## src/rtl/mcs6530_pkg.sv

```systemverilog
// Shared types and constants for the MCS6530 host bridge: target select codes,
// controller states, idle bus levels and the error read value.
package mcs6530_pkg;

    typedef enum logic [1:0] {
        SEL_ROM = 2'd0,
        SEL_RAM = 2'd1,
        SEL_IOT = 2'd2,
        SEL_BAD = 2'd3
    } sel_e;

    typedef enum logic [1:0] {
        StIdle    = 2'd0,
        StAccess  = 2'd1,
        StCapture = 2'd2,
        StResp    = 2'd3
    } state_e;

    localparam logic       IDLE_CS1   = 1'b1;
    localparam logic       IDLE_CS2   = 1'b1;
    localparam logic       IDLE_RS_N  = 1'b1;
    localparam logic       IDLE_WE_N  = 1'b1;
    localparam logic [9:0] IDLE_A     = 10'h000;
    localparam logic [7:0] IDLE_WDATA = 8'h00;
    localparam logic [7:0] ERR_RDATA  = 8'hFF;

endpackage

```

## src/rtl/mcs6530_irq_edge.sv

```systemverilog
// Registered falling-edge detector on the device interrupt line with a
// set/ack pending latch; a new edge wins over a simultaneous acknowledge.
module mcs6530_irq_edge (
    input  logic phi2,
    input  logic rst,
    input  logic irq_n,
    input  logic ack,
    output logic pending
);

    logic r_irq_n_hist;
    logic r_pending;
    logic w_fall;

    assign w_fall  = r_irq_n_hist & ~irq_n;
    assign pending = r_pending;

    always_ff @(posedge phi2) begin
        if (rst) begin
            r_irq_n_hist <= 1'b1;
            r_pending    <= 1'b0;
        end else begin
            r_irq_n_hist <= irq_n;
            if (w_fall) begin
                r_pending <= 1'b1;
            end else if (ack) begin
                r_pending <= 1'b0;
            end
        end
    end

endmodule

```

## src/rtl/mcs6530_host.sv

```systemverilog
// Request/response bridge to an MCS6530 ROM/RAM/IO-timer device. Optional
// interrupt edge latch enabled by defining MCS6530_HOST_IRQ_EN.
module mcs6530_host
    import mcs6530_pkg::*;
#(
    parameter int unsigned SEL_W = 2
) (
    input  logic             phi2,
    input  logic             rst,
    input  logic             req_valid,
    output logic             req_ready,
    input  logic [SEL_W-1:0] req_sel,
    input  logic             req_we,
    input  logic [9:0]       req_addr,
    input  logic [7:0]       req_wdata,
    output logic             resp_valid,
    input  logic             resp_ready,
    output logic [7:0]       resp_rdata,
    output logic             resp_err,
    output logic [9:0]       bus_a,
    output logic             bus_we_n,
    output logic [7:0]       bus_wdata,
    input  logic [7:0]       bus_rdata,
    input  logic             bus_oe,
    output logic             bus_cs1,
    output logic             bus_cs2,
    output logic             bus_rs_n,
    input  logic             bus_irq_n,
    output logic             irq_pending,
    input  logic             irq_ack
);

    state_e     r_state, w_state_d;
    sel_e       r_sel, w_sel_d;
    logic       r_we, w_we_d;
    logic [9:0] r_bus_a, w_bus_a_d;
    logic [7:0] r_bus_wdata, w_bus_wdata_d;
    logic       r_bus_we_n, w_bus_we_n_d;
    logic       r_cs1, w_cs1_d;
    logic       r_cs2, w_cs2_d;
    logic       r_rs_n, w_rs_n_d;
    logic [7:0] r_rdata, w_rdata_d;
    logic       r_err, w_err_d;
    sel_e       w_req_sel;

    // Any select code beyond IOT is treated as invalid.
    assign w_req_sel = (req_sel > SEL_W'(2)) ? SEL_BAD : sel_e'(req_sel[1:0]);

    always_comb begin
        w_state_d     = r_state;
        w_sel_d       = r_sel;
        w_we_d        = r_we;
        w_bus_a_d     = r_bus_a;
        w_bus_wdata_d = r_bus_wdata;
        w_bus_we_n_d  = r_bus_we_n;
        w_cs1_d       = r_cs1;
        w_cs2_d       = r_cs2;
        w_rs_n_d      = r_rs_n;
        w_rdata_d     = r_rdata;
        w_err_d       = r_err;

        unique case (r_state)
            StIdle: begin
                if (req_valid) begin
                    if (w_req_sel == SEL_BAD) begin
                        w_rdata_d = ERR_RDATA;
                        w_err_d   = 1'b1;
                        w_state_d = StResp;
                    end else begin
                        w_sel_d       = w_req_sel;
                        w_we_d        = req_we;
                        w_bus_a_d     = req_addr;
                        w_bus_wdata_d = req_we ? req_wdata : IDLE_WDATA;
                        // ROM is read-only: a write selects it but never strobes.
                        w_bus_we_n_d  = ~(req_we && (w_req_sel != SEL_ROM));
                        if (w_req_sel == SEL_ROM) begin
                            w_cs1_d  = 1'b1;
                            w_cs2_d  = 1'b0;
                            w_rs_n_d = 1'b0;
                        end else begin
                            w_cs1_d  = 1'b0;
                            w_cs2_d  = 1'b1;
                            w_rs_n_d = 1'b1;
                        end
                        w_state_d = StAccess;
                    end
                end
            end
            StAccess: begin
                w_bus_a_d     = IDLE_A;
                w_bus_wdata_d = IDLE_WDATA;
                w_bus_we_n_d  = IDLE_WE_N;
                w_cs1_d       = IDLE_CS1;
                w_cs2_d       = IDLE_CS2;
                w_rs_n_d      = IDLE_RS_N;
                if (r_we) begin
                    w_rdata_d = 8'h00;
                    w_err_d   = 1'b0;
                    w_state_d = StResp;
                end else begin
                    w_state_d = StCapture;
                end
            end
            StCapture: begin
                if ((r_sel == SEL_IOT) && !bus_oe) begin
                    w_rdata_d = ERR_RDATA;
                    w_err_d   = 1'b1;
                end else begin
                    w_rdata_d = bus_rdata;
                    w_err_d   = 1'b0;
                end
                w_state_d = StResp;
            end
            StResp: begin
                if (resp_ready) begin
                    w_state_d = StIdle;
                end
            end
            default: w_state_d = StIdle;
        endcase
    end

    always_ff @(posedge phi2) begin
        if (rst) begin
            r_state     <= StIdle;
            r_sel       <= SEL_ROM;
            r_we        <= 1'b0;
            r_bus_a     <= IDLE_A;
            r_bus_wdata <= IDLE_WDATA;
            r_bus_we_n  <= IDLE_WE_N;
            r_cs1       <= IDLE_CS1;
            r_cs2       <= IDLE_CS2;
            r_rs_n      <= IDLE_RS_N;
            r_rdata     <= 8'h00;
            r_err       <= 1'b0;
        end else begin
            r_state     <= w_state_d;
            r_sel       <= w_sel_d;
            r_we        <= w_we_d;
            r_bus_a     <= w_bus_a_d;
            r_bus_wdata <= w_bus_wdata_d;
            r_bus_we_n  <= w_bus_we_n_d;
            r_cs1       <= w_cs1_d;
            r_cs2       <= w_cs2_d;
            r_rs_n      <= w_rs_n_d;
            r_rdata     <= w_rdata_d;
            r_err       <= w_err_d;
        end
    end

    assign req_ready  = (r_state == StIdle);
    assign resp_valid = (r_state == StResp);
    assign resp_rdata = r_rdata;
    assign resp_err   = r_err;
    assign bus_a      = r_bus_a;
    assign bus_wdata  = r_bus_wdata;
    assign bus_we_n   = r_bus_we_n;
    assign bus_cs1    = r_cs1;
    assign bus_cs2    = r_cs2;
    assign bus_rs_n   = r_rs_n;

`ifdef MCS6530_HOST_IRQ_EN
    mcs6530_irq_edge u_irq_edge (
        .phi2    (phi2),
        .rst     (rst),
        .irq_n   (bus_irq_n),
        .ack     (irq_ack),
        .pending (irq_pending)
    );
`else
    logic w_unused_irq;
    assign w_unused_irq = bus_irq_n ^ irq_ack;
    assign irq_pending  = 1'b0;
`endif

endmodule

```

## config.mk

```make
export PLATFORM = sky130hd
export DESIGN_NAME = mcs6530_host
export DESIGN_NICKNAME = d
export VERILOG_FILES = /design/src/rtl/mcs6530_pkg.sv /design/src/rtl/mcs6530_irq_edge.sv /design/src/rtl/mcs6530_host.sv
export SDC_FILE = /design/constraint.sdc
export NUM_CORES = 1
export LEC_CHECK = 0
export BUFFER_PORTS_ARGS = -buffer_cell sky130_fd_sc_hd__buf_2
export CAP_MARGIN = 20
export CORE_UTILIZATION = 41
export DETAILED_ROUTE_END_ITERATION = 6
export GPL_TIMING_DRIVEN = 0
export PLACE_DENSITY = 0.79
export SLEW_MARGIN = 20
export SYNTH_ARGS = -nofsm -noshare
export SYNTH_HDL_FRONTEND = slang
export SYNTH_SLANG_ARGS = --single-unit
export TNS_END_PERCENT = 10
```

## constraint.sdc

```tcl
create_clock -name phi2 -period 1.9 [get_ports phi2]
set_clock_uncertainty 0.05 [all_clocks]
set_input_delay 0.285 -clock phi2 [delete_from_list [all_inputs] [get_ports phi2]]
set_output_delay 0.285 -clock phi2 [all_outputs]
set_load 0.05 [all_outputs]
```

==> impl_metrics.tcl <==
set metrics [dict create \
    htree_levels 2 \
    detail_route.wl_per_cell_um 11.2 \
    synthDistinctLibCells 30 \
    worstPathArrival_ps 1960 \
    power_mw 3.78 \
    crit_fanout 6 \
    initial_core_util 0.435 \
    syn_area_per_cell_sq_um 8.99 \
    fin_crit_sh 0.946 \
    worst_pin_slew_ps 573 \
    reg2reg_depth 7 \
    grt_pass1_wl_um 4930 \
    slew_headroom 0.618 \
    synth_most_common_cell "dfxtp_1" \
    fillCellCount 320 \
    setup_viol_count_final 0 \
    critPathLaunchType "flop" \
    cts_tree "done" \
    clock_latency_ps 330 \
    synth.top_cell.area_share 0.475 \
    num_vias 1386 \
    dp_hpwl_um 2420 \
    p_clk_frac 0.140 \
    synth_nets 205 \
    die_x_um 62.0 \
    p_leak_nw 0.935 \
    port_buffers 65 \
    row_count 21 \
    core_area_sq_mm 0.00339 \
    ant_nets 0 \
    grt-ovfl-total 0 \
    dieArea_sq_mm 0.00384 \
    cts-hold-fix-buffers 0 \
    first_pass_iters 4 \
    met2_usage 0.284 \
    synth_area_leaders "dfxtp_1 (48%), nor2_1 (7.4%), a21oi_1 (6.1%)" \
    finalHoldViolations 0 \
    critPathKind "flop to flop" \
    clockRootBuffer "clkbuf_4" \
    ys_seq_area_frac 0.475 \
    grt_pass1_vias 1153 \
    power_frac_seq 0.279 \
    clk_path_buf_depth 2 \
    power.density_mw_per_mm2 1890 \
    p_comb_frac 0.581 \
    grt_max_degree 13 \
    rsz0062_at_grt "no" \
    outcome "finished, final reports clean" \
    drcViolationCount 0 \
    antennaDiodeCount 0 \
    cts_sinks 35 \
    grtUsageMet3 0.0538 \
    p_switching_mw 1.85 \
    yosys_warnings 0 \
    areaGrowthSynthToFinish_pct 35.7 \
    hold_depth 3 \
    drv_slew 0 \
    fin_nets 279 \
    yosys.area.top_type "dfxtp_1" \
    postSynthCellCount 164 \
    cap_violations 0 \
    p_int_mw 1.93 \
    use_met1 0.223 \
    viasPerCell 4.86 \
    numCtsBuffers 5 \
    synthTopCellsByCount "dfxtp_1 (35), nor2_1 (29), a21oi_1 (18)" \
    placedCellCount 275 \
    drive_above_1_share 0.397 \
    place_congestion 0.783 \
    gr-usage-all-layers 0.175 \
    finalNonFillerCells 285 \
    placed_cell_area_sq_mm 0.00187 \
    die_height_um 62.0 \
    critPathCaptureType "flop" \
    final_util 0.590 \
    synth_area_sq_mm 0.00147 \
    hold_class "input port to flop" \
    path_clk_slew_ps 110 \
    antenna_found_initial 0 \
    clock.fmax_mhz 556 \
    drtIter0Drc 53 \
    min_period_ps 1800 \
    wirelength_um 3200 \
    top_usage_layer "met2" \
    ys_ff_latch 35 \
    synthArstFlopShare 0 \
    io_pins 70 \
    design_area_sq_mm 0.00200 \
    vdd_drop_max_mv 0.779 \
    critPathRequiredTime_ps 2070 \
    synth-edff-count 0 \
    synth_ff_type "dfxtp_1" \
    switching_share 0.489 \
]
cell usage in the layout (no fill, tap or decap), types with 5 or more instances in the layout:
master,synthesis,final
a211oi_1,8,6
a21oi_1,18,18
a22oi_1,10,10
buf_2,2,67
clkbuf_1,7,5
clkbuf_4,0,5
dfxtp_1,35,33
nand2_1,10,10
nand3_1,9,9
nor2_1,29,29
cells by family after synthesis:
kind of cell	share of synthesized area
fa+ha+maj	0.0424
compound gates	0.227
simple gates	0.170
buf+inv	0.0560
other cells	0.00254
mux	0.0272
flops	0.475
metrics by stage:
step | setup TNS, ps | hold WS, ps | setup slack [ps]
2_1_floorplan | 0 | 379 | 3.20
6_report | 0 | 140 | 102
5_1_grt | 0 | 124 | 10.0
3_3_place_gp | -678 | 385 | -107
4_1_cts | 0 | 120 | 4.45
3_5_place_dp | -1020 | 394 | -130
final timing paths:
path | endpoint | startpoint | slack (ps)
worst max-delay path | resp_err | r_state[1] | 100
worst min-delay path | bus_wdata[6] | req_wdata[6] | 140
worst max register to register | resp_err | r_state[1] | 100
worst min register to register | bus_wdata[5] | bus_wdata[5] | 410
sequential cells by signal (all words and copies together) (netlist names):
name,flops
r_sel,2
bus_cs1,1
bus_wdata,8
bus_rs_n,1
r_state,2
bus_a,10
bus_we_n,1
resp_rdata,8
resp_err,1
r_we,1
critical path, stage by stage, from the launching register on:
cell and delay [ps]:
dfxtp_2 370, inv_1 100, ha_4 190, nor2b_1 160, a2111oi_4 410, buf_4 180
mux2i_1 180, nor2_1 50
cell type report:
class	instances	area, sq um	area share
Multi-Input combinational cell	112	731	0.365
Tap cell	46	57.6	0.0288
Clock buffer	5	37.5	0.0188
Inverter	4	15.0	0.00750
Sequential cell	35	706	0.353
Clock inverter	3	43.8	0.0219
Buffer	13	70.1	0.0350
Timing Repair Buffer	67	340	0.170
power by group through the flow:
stage	sequential, mW	clock, mW	combinational (mW)
after floorplan	1.64	0	1.11
after CTS	1.05	0.552	2.18
after detailed placement	1.06	0	2.10
after global placement	1.05	0	2.08
final	1.05	0.531	2.20
after global routing	1.08	0.589	2.40
routing by layer:
layer	part of all wire	wire length, um
met5	0	0
met4	0.015	47
met3	0.051	162
met2	0.48	1520
met1	0.46	1470
repair_timing:
action                     CTS  global route
gates resized for setup      3             9
setup endpoints to repair   28            29
pin swaps                    1             1
buffers inserted             2             0
(Power assumes the default switching activity.)
